$ cat src/rtl/prg_loader.sv
// prg_loader
//   Streams a Commodore .PRG image from the SPI slave byte stream into system
//   RAM port A. The first two stream bytes are the little-endian load address;
//   every following byte is payload written to consecutive RAM addresses.
//   The 6502 is held (cpu_hold) for the whole load plus a short tail.
//
// Optional build macro: PRG_BASIC_FIXUP_EN
//   When defined, a successful load finishes by writing end_addr into the
//   BASIC pointers VARTAB/ARYTAB/STREND ($2D..$32) before releasing the CPU.
//
// Ports:
//   clk        system clock (clk25 domain)
//   reset_n    asynchronous active-low reset
//   start      pulse, arms a new load (ignored while busy, loses to abort)
//   abort      pulse, ends the current load with error
//   s_valid    stream byte valid
//   s_data     stream byte
//   s_last     marks the final byte of the file
//   s_ready    loader accepts s_data this cycle (depends on state only)
//   ram_we     RAM write strobe, one cycle per byte
//   ram_addr   RAM write address
//   ram_din    RAM write data
//   cpu_hold   stalls the CPU and gives RAM port A to the loader
//   busy       load in progress
//   done       last load completed without error
//   error      last load had an error
//   byte_count payload bytes accepted in the current load (saturating)
//   end_addr   last written address + 1
module prg_loader #(
  parameter logic [15:0] MAX_ADDR  = 16'h7FFF,
  parameter int          HOLD_TAIL = 8
) (
  input  logic        clk,
  input  logic        reset_n,
  input  logic        start,
  input  logic        abort,
  input  logic        s_valid,
  input  logic [7:0]  s_data,
  input  logic        s_last,
  output logic        s_ready,
  output logic        ram_we,
  output logic [15:0] ram_addr,
  output logic [7:0]  ram_din,
  output logic        cpu_hold,
  output logic        busy,
  output logic        done,
  output logic        error,
  output logic [15:0] byte_count,
  output logic [15:0] end_addr
);

  localparam int TW = (HOLD_TAIL > 1) ? $clog2(HOLD_TAIL) : 1;
  localparam logic [TW-1:0] TAIL_LAST = TW'(HOLD_TAIL - 1);

  typedef enum logic [2:0] {
    S_IDLE,
    S_ADDR_LO,
    S_ADDR_HI,
    S_DATA,
`ifdef PRG_BASIC_FIXUP_EN
    S_FIXUP,
`endif
    S_TAIL
  } state_t;

  state_t        state, next_state;
  logic [15:0]   ptr;
  logic          wrapped;
  logic [TW-1:0] tail_cnt;
  logic          xfer;
  logic          writable;
`ifdef PRG_BASIC_FIXUP_EN
  logic [2:0]    fix_idx;
`endif

  assign xfer     = s_valid && s_ready;
  // Once the pointer has wrapped past $FFFF nothing more may be written.
  assign writable = !wrapped && (int'(ptr) <= int'(MAX_ADDR));
  assign cpu_hold = (state != S_IDLE);

  always_ff @(posedge clk or negedge reset_n) begin
    if (!reset_n) state <= S_IDLE;
    else          state <= next_state;
  end

  always_comb begin
    next_state = state;
    s_ready    = 1'b0;
    case (state)
      S_IDLE: begin
        if (start && !abort) next_state = S_ADDR_LO;
      end
      S_ADDR_LO: begin
        s_ready = 1'b1;
        if (abort)     next_state = S_TAIL;
        else if (xfer) next_state = s_last ? S_TAIL : S_ADDR_HI;
      end
      S_ADDR_HI: begin
        s_ready = 1'b1;
        if (abort)     next_state = S_TAIL;
        else if (xfer) next_state = s_last ? S_TAIL : S_DATA;
      end
      S_DATA: begin
        s_ready = 1'b1;
        if (abort) next_state = S_TAIL;
        else if (xfer && s_last) begin
`ifdef PRG_BASIC_FIXUP_EN
          // A load that already failed must not corrupt the BASIC pointers.
          next_state = (error || !writable) ? S_TAIL : S_FIXUP;
`else
          next_state = S_TAIL;
`endif
        end
      end
`ifdef PRG_BASIC_FIXUP_EN
      S_FIXUP: begin
        if (abort || fix_idx == 3'd5) next_state = S_TAIL;
      end
`endif
      S_TAIL: begin
        if (tail_cnt == TAIL_LAST) next_state = S_IDLE;
      end
      default: next_state = S_IDLE;
    endcase
  end

  // Datapath: the RAM write is registered so it lands exactly one clock after
  // the byte is accepted; ram_we defaults low so every write is a single pulse.
  always_ff @(posedge clk or negedge reset_n) begin
    if (!reset_n) begin
      ram_we     <= 1'b0;
      ram_addr   <= 16'h0000;
      ram_din    <= 8'h00;
      busy       <= 1'b0;
      done       <= 1'b0;
      error      <= 1'b0;
      byte_count <= 16'h0000;
      end_addr   <= 16'h0000;
      ptr        <= 16'h0000;
      wrapped    <= 1'b0;
      tail_cnt   <= '0;
`ifdef PRG_BASIC_FIXUP_EN
      fix_idx    <= 3'd0;
`endif
    end else begin
      ram_we <= 1'b0;
      case (state)
        S_IDLE: begin
          if (start && !abort) begin
            busy       <= 1'b1;
            done       <= 1'b0;
            error      <= 1'b0;
            byte_count <= 16'h0000;
            ptr        <= 16'h0000;
            wrapped    <= 1'b0;
            tail_cnt   <= '0;
`ifdef PRG_BASIC_FIXUP_EN
            fix_idx    <= 3'd0;
`endif
          end
        end
        S_ADDR_LO: begin
          if (abort) error <= 1'b1;
          else if (xfer) begin
            ptr[7:0] <= s_data;
            if (s_last) error <= 1'b1;
          end
        end
        S_ADDR_HI: begin
          if (abort) error <= 1'b1;
          else if (xfer) begin
            ptr[15:8] <= s_data;
            end_addr  <= {s_data, ptr[7:0]};
            if (s_last) error <= 1'b1;
          end
        end
        S_DATA: begin
          if (abort) error <= 1'b1;
          else if (xfer) begin
            if (writable) begin
              ram_we   <= 1'b1;
              ram_addr <= ptr;
              ram_din  <= s_data;
              end_addr <= ptr + 16'd1;
            end else begin
              error <= 1'b1;
            end
            if (ptr == 16'hFFFF) wrapped <= 1'b1;
            ptr <= ptr + 16'd1;
            if (byte_count != 16'hFFFF) byte_count <= byte_count + 16'd1;
          end
        end
`ifdef PRG_BASIC_FIXUP_EN
        S_FIXUP: begin
          if (abort) error <= 1'b1;
          else begin
            // Even index = low byte, odd index = high byte, pairs at $2D/$2F/$31.
            ram_we   <= 1'b1;
            ram_addr <= 16'h002D + 16'(fix_idx);
            ram_din  <= fix_idx[0] ? end_addr[15:8] : end_addr[7:0];
            fix_idx  <= fix_idx + 3'd1;
          end
        end
`endif
        S_TAIL: begin
          if (abort) error <= 1'b1;
          if (tail_cnt == TAIL_LAST) begin
            tail_cnt <= '0;
            busy     <= 1'b0;
            done     <= !(error || abort);
          end else begin
            tail_cnt <= tail_cnt + 1'b1;
          end
        end
        default: ;
      endcase
    end
  end

endmodule

$ cat config.mk
export PLATFORM = sky130hd
export DESIGN_NAME = prg_loader
export DESIGN_NICKNAME = d
export VERILOG_FILES = /design/src/rtl/prg_loader.sv
export SDC_FILE = /design/constraint.sdc
export NUM_CORES = 1
export LEC_CHECK = 0
export BUFFER_PORTS_ARGS = -buffer_cell sky130_fd_sc_hd__buf_2
export CAP_MARGIN = 25
export CORE_ASPECT_RATIO = 1.4
export CORE_MARGIN = 10
export CORE_UTILIZATION = 30
export CTS_CLUSTER_SIZE = 25
export DETAILED_ROUTE_END_ITERATION = 7
export GPL_ROUTABILITY_DRIVEN = 0
export PLACE_DENSITY = 0.45
export SLEW_MARGIN = 20
export SYNTH_ARGS = -nofsm -noshare
export SYNTH_HDL_FRONTEND = slang
export SYNTH_SLANG_ARGS = --single-unit
$ cat constraint.sdc
create_clock -name clk -period 4.3 [get_ports clk]
set_clock_uncertainty 0.2 [all_clocks]
set_input_delay 0.215 -clock clk [delete_from_list [all_inputs] [get_ports clk]]
set_output_delay 0.215 -clock clk [all_outputs]
set_load 0.03 [all_outputs]
After elaboration in Yosys (flattened, before gate mapping)
Cells that the tools add are included.
{"block": "totals", "ff_bits": 83, "inputBits": 14, "word_cells": 126}
{"block": "classes", "n_reduce_logical": 28, "magnitude_cmp": 1, "n_eq_ne": 26, "n_mux": 54, "n_bitwise": 1, "n_addsub": 3}
{"cell": "16-bit two-way mux", "count": 11}
{"cell": "16-bit case mux with 2 select lines", "count": 2}
{"cell": "8-bit case mux with 3 select lines", "count": 2}
{"cell": "3-bit two-way mux", "count": 12}
{"cell": "16-bit by 1-bit adder with 16-bit output, second input constant", "count": 2}
{"cell": "2-bit inequality test, second input constant", "count": 12}
{"cell": "1-bit two-way mux", "count": 19}
{"cell": "6-bit AND reduction", "count": 3}
{"cell": "16-bit equality test, second input constant", "count": 1}
{"cell": "16-bit by 15-bit less-or-equal comparator with 1-bit output, second input constant", "count": 1}
{"cell": "8-bit two-way mux", "count": 2}
{"cell": "16-bit inequality test, second input constant", "count": 1}
{"cell": "3-bit inequality test, second input constant", "count": 5}
{"cell": "3-bit case mux with 5 select lines", "count": 1}
{"cell": "5-bit AND reduction", "count": 3}
{"cell": "3-bit nonzero test", "count": 3}
{"cell": "7-bit AND reduction", "count": 1}
{"cell": "3-bit by 2-bit equality test with 1-bit output, second input constant", "count": 2}
{"cell": "3-bit equality test, second input constant", "count": 2}
{"cell": "3-bit by 1-bit inequality test with 1-bit output, second input constant", "count": 2}
{"cell": "1-bit case mux with 2 select lines", "count": 3}
{"cell": "3-bit case mux with 2 select lines", "count": 1}
{"cell": "2-bit nonzero test", "count": 3}
{"cell": "1-bit logical AND", "count": 4}
{"cell": "13 further kinds", "count": 15}

Longest topological paths before layout
{"block": "depth", "word_depth": 8, "depth_mapped": 7, "depth_no_buf": 6}

Worst setup path after synthesis
OpenSTA, ideal clock, no wires.
{"block": "synth_timing", "kind": "reg-to-reg", "start": "register byte_count[7]", "end": "register byte_count[0]", "n_path_buf": 0, "arrival_ns": 1.793, "synth_period_minus_slack_ns": 2.121, "setup_time_ns": 0.128, "setup_slack_ns": 2.179, "required_time_ns": 3.972, "path_stages_with_launch": 5, "cell_sequence": "dfrtp_1 -> nand4_1 -> nor4_4 -> a21o_1 -> mux2_1"}
{"block": "synth_between", "elab_chain_cells": 3}
{"item": "start: declaration", "line": "48", "rtl": "output logic [15:0] byte_count,"}
{"item": "start signal: assignment", "line": "190", "rtl": "if (byte_count != 16'hFFFF) byte_count <= byte_count + 16'd1;"}
{"item": "16-bit inequality test", "line": "190"}
{"item": "2-bit inequality test (no line)"}
{"item": "5-bit AND reduction (no line)"}
No other way between the ends.
A chain may end at the register's enable or synchronous reset.

Worst setup path in the final report
{"block": "layout_timing", "start": "register state[0]", "end": "register byte_count[0]"}
{"block": "layout_between", "elab_chain_cells": 6, "word_cells_on_any_way": 14, "classes_between": "eq/ne: 7; mux: 2; reduce/logical: 5"}
{"item": "start: declaration", "line": "66", "rtl": "state_t state, next_state;"}
{"item": "start signal: assignment", "line": "83", "rtl": "else state <= next_state;"}
{"item": "3-bit by 2-bit equality test with 1-bit output, or another cell as far along", "line": "89, 147"}
{"item": "3-bit OR reduction (no line)"}
{"item": "1-bit two-way mux", "line": "89", "rtl": "case (state)"}
{"item": "1-bit logical AND", "line": "76", "rtl": "assign xfer = s_valid && s_ready;"}
{"item": "2-bit inequality test (no line)"}
{"item": "5-bit AND reduction (no line)"}
Parallel ways exist; a longest one is shown, timed or not.

==> reports/results.ini <==
[run_status]
status = complete, no violations

[clock_tree]
clk_latency_ps = 340
cts_sinks = 83
clk_pin_slew_ps = 60
root_buffer = clkbuf_16
cts_buffer_depth = 2
hold_buffers = 9
cts_tree = yes
htree_levels = 3
cts-resized-gates = 0
cts_setup_buffers = 0
cts_buffers = 9

[finish]
fin_nets = 531
postLayoutCoreUtil_pct = 37.2
insertedDiodeCount = 0
final_cell_mix = dfrtp_1 (83), buf_2 (74), nand2_1 (50), nor2_1 (39), o21ai_0 (29)
areaGrowthSynthToFinish_pct = 22.7
drive_above_1_share_pct = 20.2
final_common_cell = dfrtp_1

[critical_path]
endpoint_kind = flop
criticalPathCategory = flop to flop
crit_path_max_fanout = 23
crit_required_ps = 4320
r2r_start = state[0]
cp.arrival_ps = 2890
cp-endpoint = byte_count[0]
crit_path_start = state[0]
r2r_setup_slack_ps = 1440
ff2ff_path_depth = 4
cp-start-kind = flop
rr_endpoint = byte_count[0]

[power_and_ir_drop]
power.density_nw_per_um2 = 537
vdd_drop_max_uv = 194
p_leak_uw = 0.00243

[timing]
clock.fmax_mhz = 349
max_slew_margin_pct = 37.9
finalSetupViolCount = 0
hold_viol = 0
fin_crit_sh_pct = 66.6
worstMarginPinSlew_ps = 930
tns_ps = 0
period_needed_ps = 2860
slew_viol_final = 0
rsz0062_at_grt = false

[synth]
netlist_area_sq_um = 4180
synth-seq-area-share_pct = 49.7
synth-seq-cells = 83
syn_area_per_cell_sq_um = 9.66
syn_inst = 433
yosysWarningCount = 0
synth_edf_count = 0
async_flop_share_pct = 100
synth_fp_nets = 452
synth.distinct_cells = 58
synth_ff_type = dfrtp_1

[routing]
drc = 0
antenna_left = 0
totalWireLength_um = 13000
wire_per_inst_um = 18.6
drt_iter0_markers = 253
num_vias = 3626
first_pass_iters = 4
via_per_inst = 5.17

[floorplanning]
die_width_um = 120
io-pin-count = 76
coreArea_sq_um = 13800
dieArea_sq_um = 19100
die_y_um = 160
num_rows = 51
start_util_pct = 30.3

[run]
drv_cap = 0

[grt]
grt_pass1_wl_um = 20700
grt-ovfl-total = 0
grt_usage_pct = 13.6
grt_max_degree = 45
grt_pass1_vias = 3674
antenna_found_initial = 0

[hold_path]
min_delay_path_depth = 2
hold_class = input port to flop

[placed_design]
dp_hpwl_um = 9450
io_buffers = 75

-- flip-flops by register name (all words and copies together), names as in the netlist, 3 cells and up --
signal,count
byte_count,16
end_addr,16
ram_din,8
tail_cnt,3
ptr,16
state,3
ram_addr,16
-- through the flow --
| step | power (uW) | hold WS (ps) | cell area, sq um | setup WS, ps | std cells |
|---|---|---|---|---|---|
| 5_1_grt | 2930 | 10.5 | 5130 | 1230 | 701 |
| 6_report | 2760 | 9.53 | 5130 | 1440 | 701 |
| 3_3_place_gp | 1930 | 45.4 | 4730 | 1510 | 677 |
| 2_1_floorplan | 1640 | -281 | 4180 | 2180 | 433 |
| 3_5_place_dp | 1930 | 44.4 | 4730 | 1430 | 677 |
| 4_1_cts | 2790 | 7.98 | 5130 | 1390 | 701 |
-- worst min path at each step --
stage,start,endpoint
after global routing,s_data[0],ram_din[0]
after floorplan,reset_n,busy
after global placement,reset_n,byte_count[8]
final,s_data[2],ram_din[2]
after CTS,s_data[0],ram_din[0]
after detailed placement,reset_n,byte_count[8]
-- worst max-delay path: stages (launching register included) --
cell	delay, ps
dfrtp_1	780
nand3b_1	540
nor4_4	610
a21o_1	270
mux2_1	340
-- layer usage --
layer  vias to the layer above  GRT usage, %  wire, um
li1                       1714             -         -
met1                      1797          15.5      5230
met2                        97          23.7      6880
met3                        18          3.42       671
met4                         0          4.84       247
met5                         -             0         0
-- cells by family after synthesis --
logic type	count (synthesis)	synth area share (%)
AOI/OAI and AO/OA	94	14.1
and+or+nand+nor	175	21.4
xor gates and xnor gates	20	4.19
muxes	21	5.59
adders and majority gates	5	1.50
buffers and inverters	35	3.62
DFF	83	49.7
-- layout make-up --
cell class | count | area [sq um]
Sequential cell | 83 | 2080
Clock buffer | 10 | 239
Multi-Input combinational cell | 315 | 1950
Timing Repair Buffer | 88 | 498
Clock inverter | 5 | 77.6
Tap cell | 185 | 231
Inverter | 15 | 56.3
Fill cell | 1474 | 8650
-- where the power goes --
group          switching, uW  total, uW  internal [uW]
Sequential               208       1140            930
Clock                    320        839            519
Combinational            522        779            257
-- Yosys cell counts (3+ instances only) --
library cell / count / share of area [%]
a21oi_1: 14 / 1.7
a22oi_1: 5 / 0.90
and4_1: 4 / 0.84
dfrtp_1: 83 / 50
nor2_1: 39 / 3.5
xnor2_1: 16 / 3.4
inv_1: 15 / 1.3
nor2b_1: 4 / 0.60
o21ai_1: 9 / 1.1
buf_4: 3 / 0.54
o211ai_1: 3 / 0.54
o31ai_1: 7 / 1.3
and3_1: 3 / 0.45
buf_2: 7 / 0.84
nor4_1: 8 / 1.2
nand2_1: 50 / 4.5
o21ai_0: 29 / 3.5
clkbuf_1: 9 / 0.81
ha_1: 5 / 1.5
nand3_1: 19 / 2.3
nand2b_1: 3 / 0.45
or3_1: 6 / 0.90
and2_1: 4 / 0.60
a31oi_1: 3 / 0.45
xor2_1: 4 / 0.84
mux2_1: 17 / 4.6
nor3_1: 10 / 1.2
o311ai_0: 3 / 0.63
nand4_1: 10 / 1.5
o22ai_1: 4 / 0.60
No activity file was read; power rests on OpenSTA's default activity.
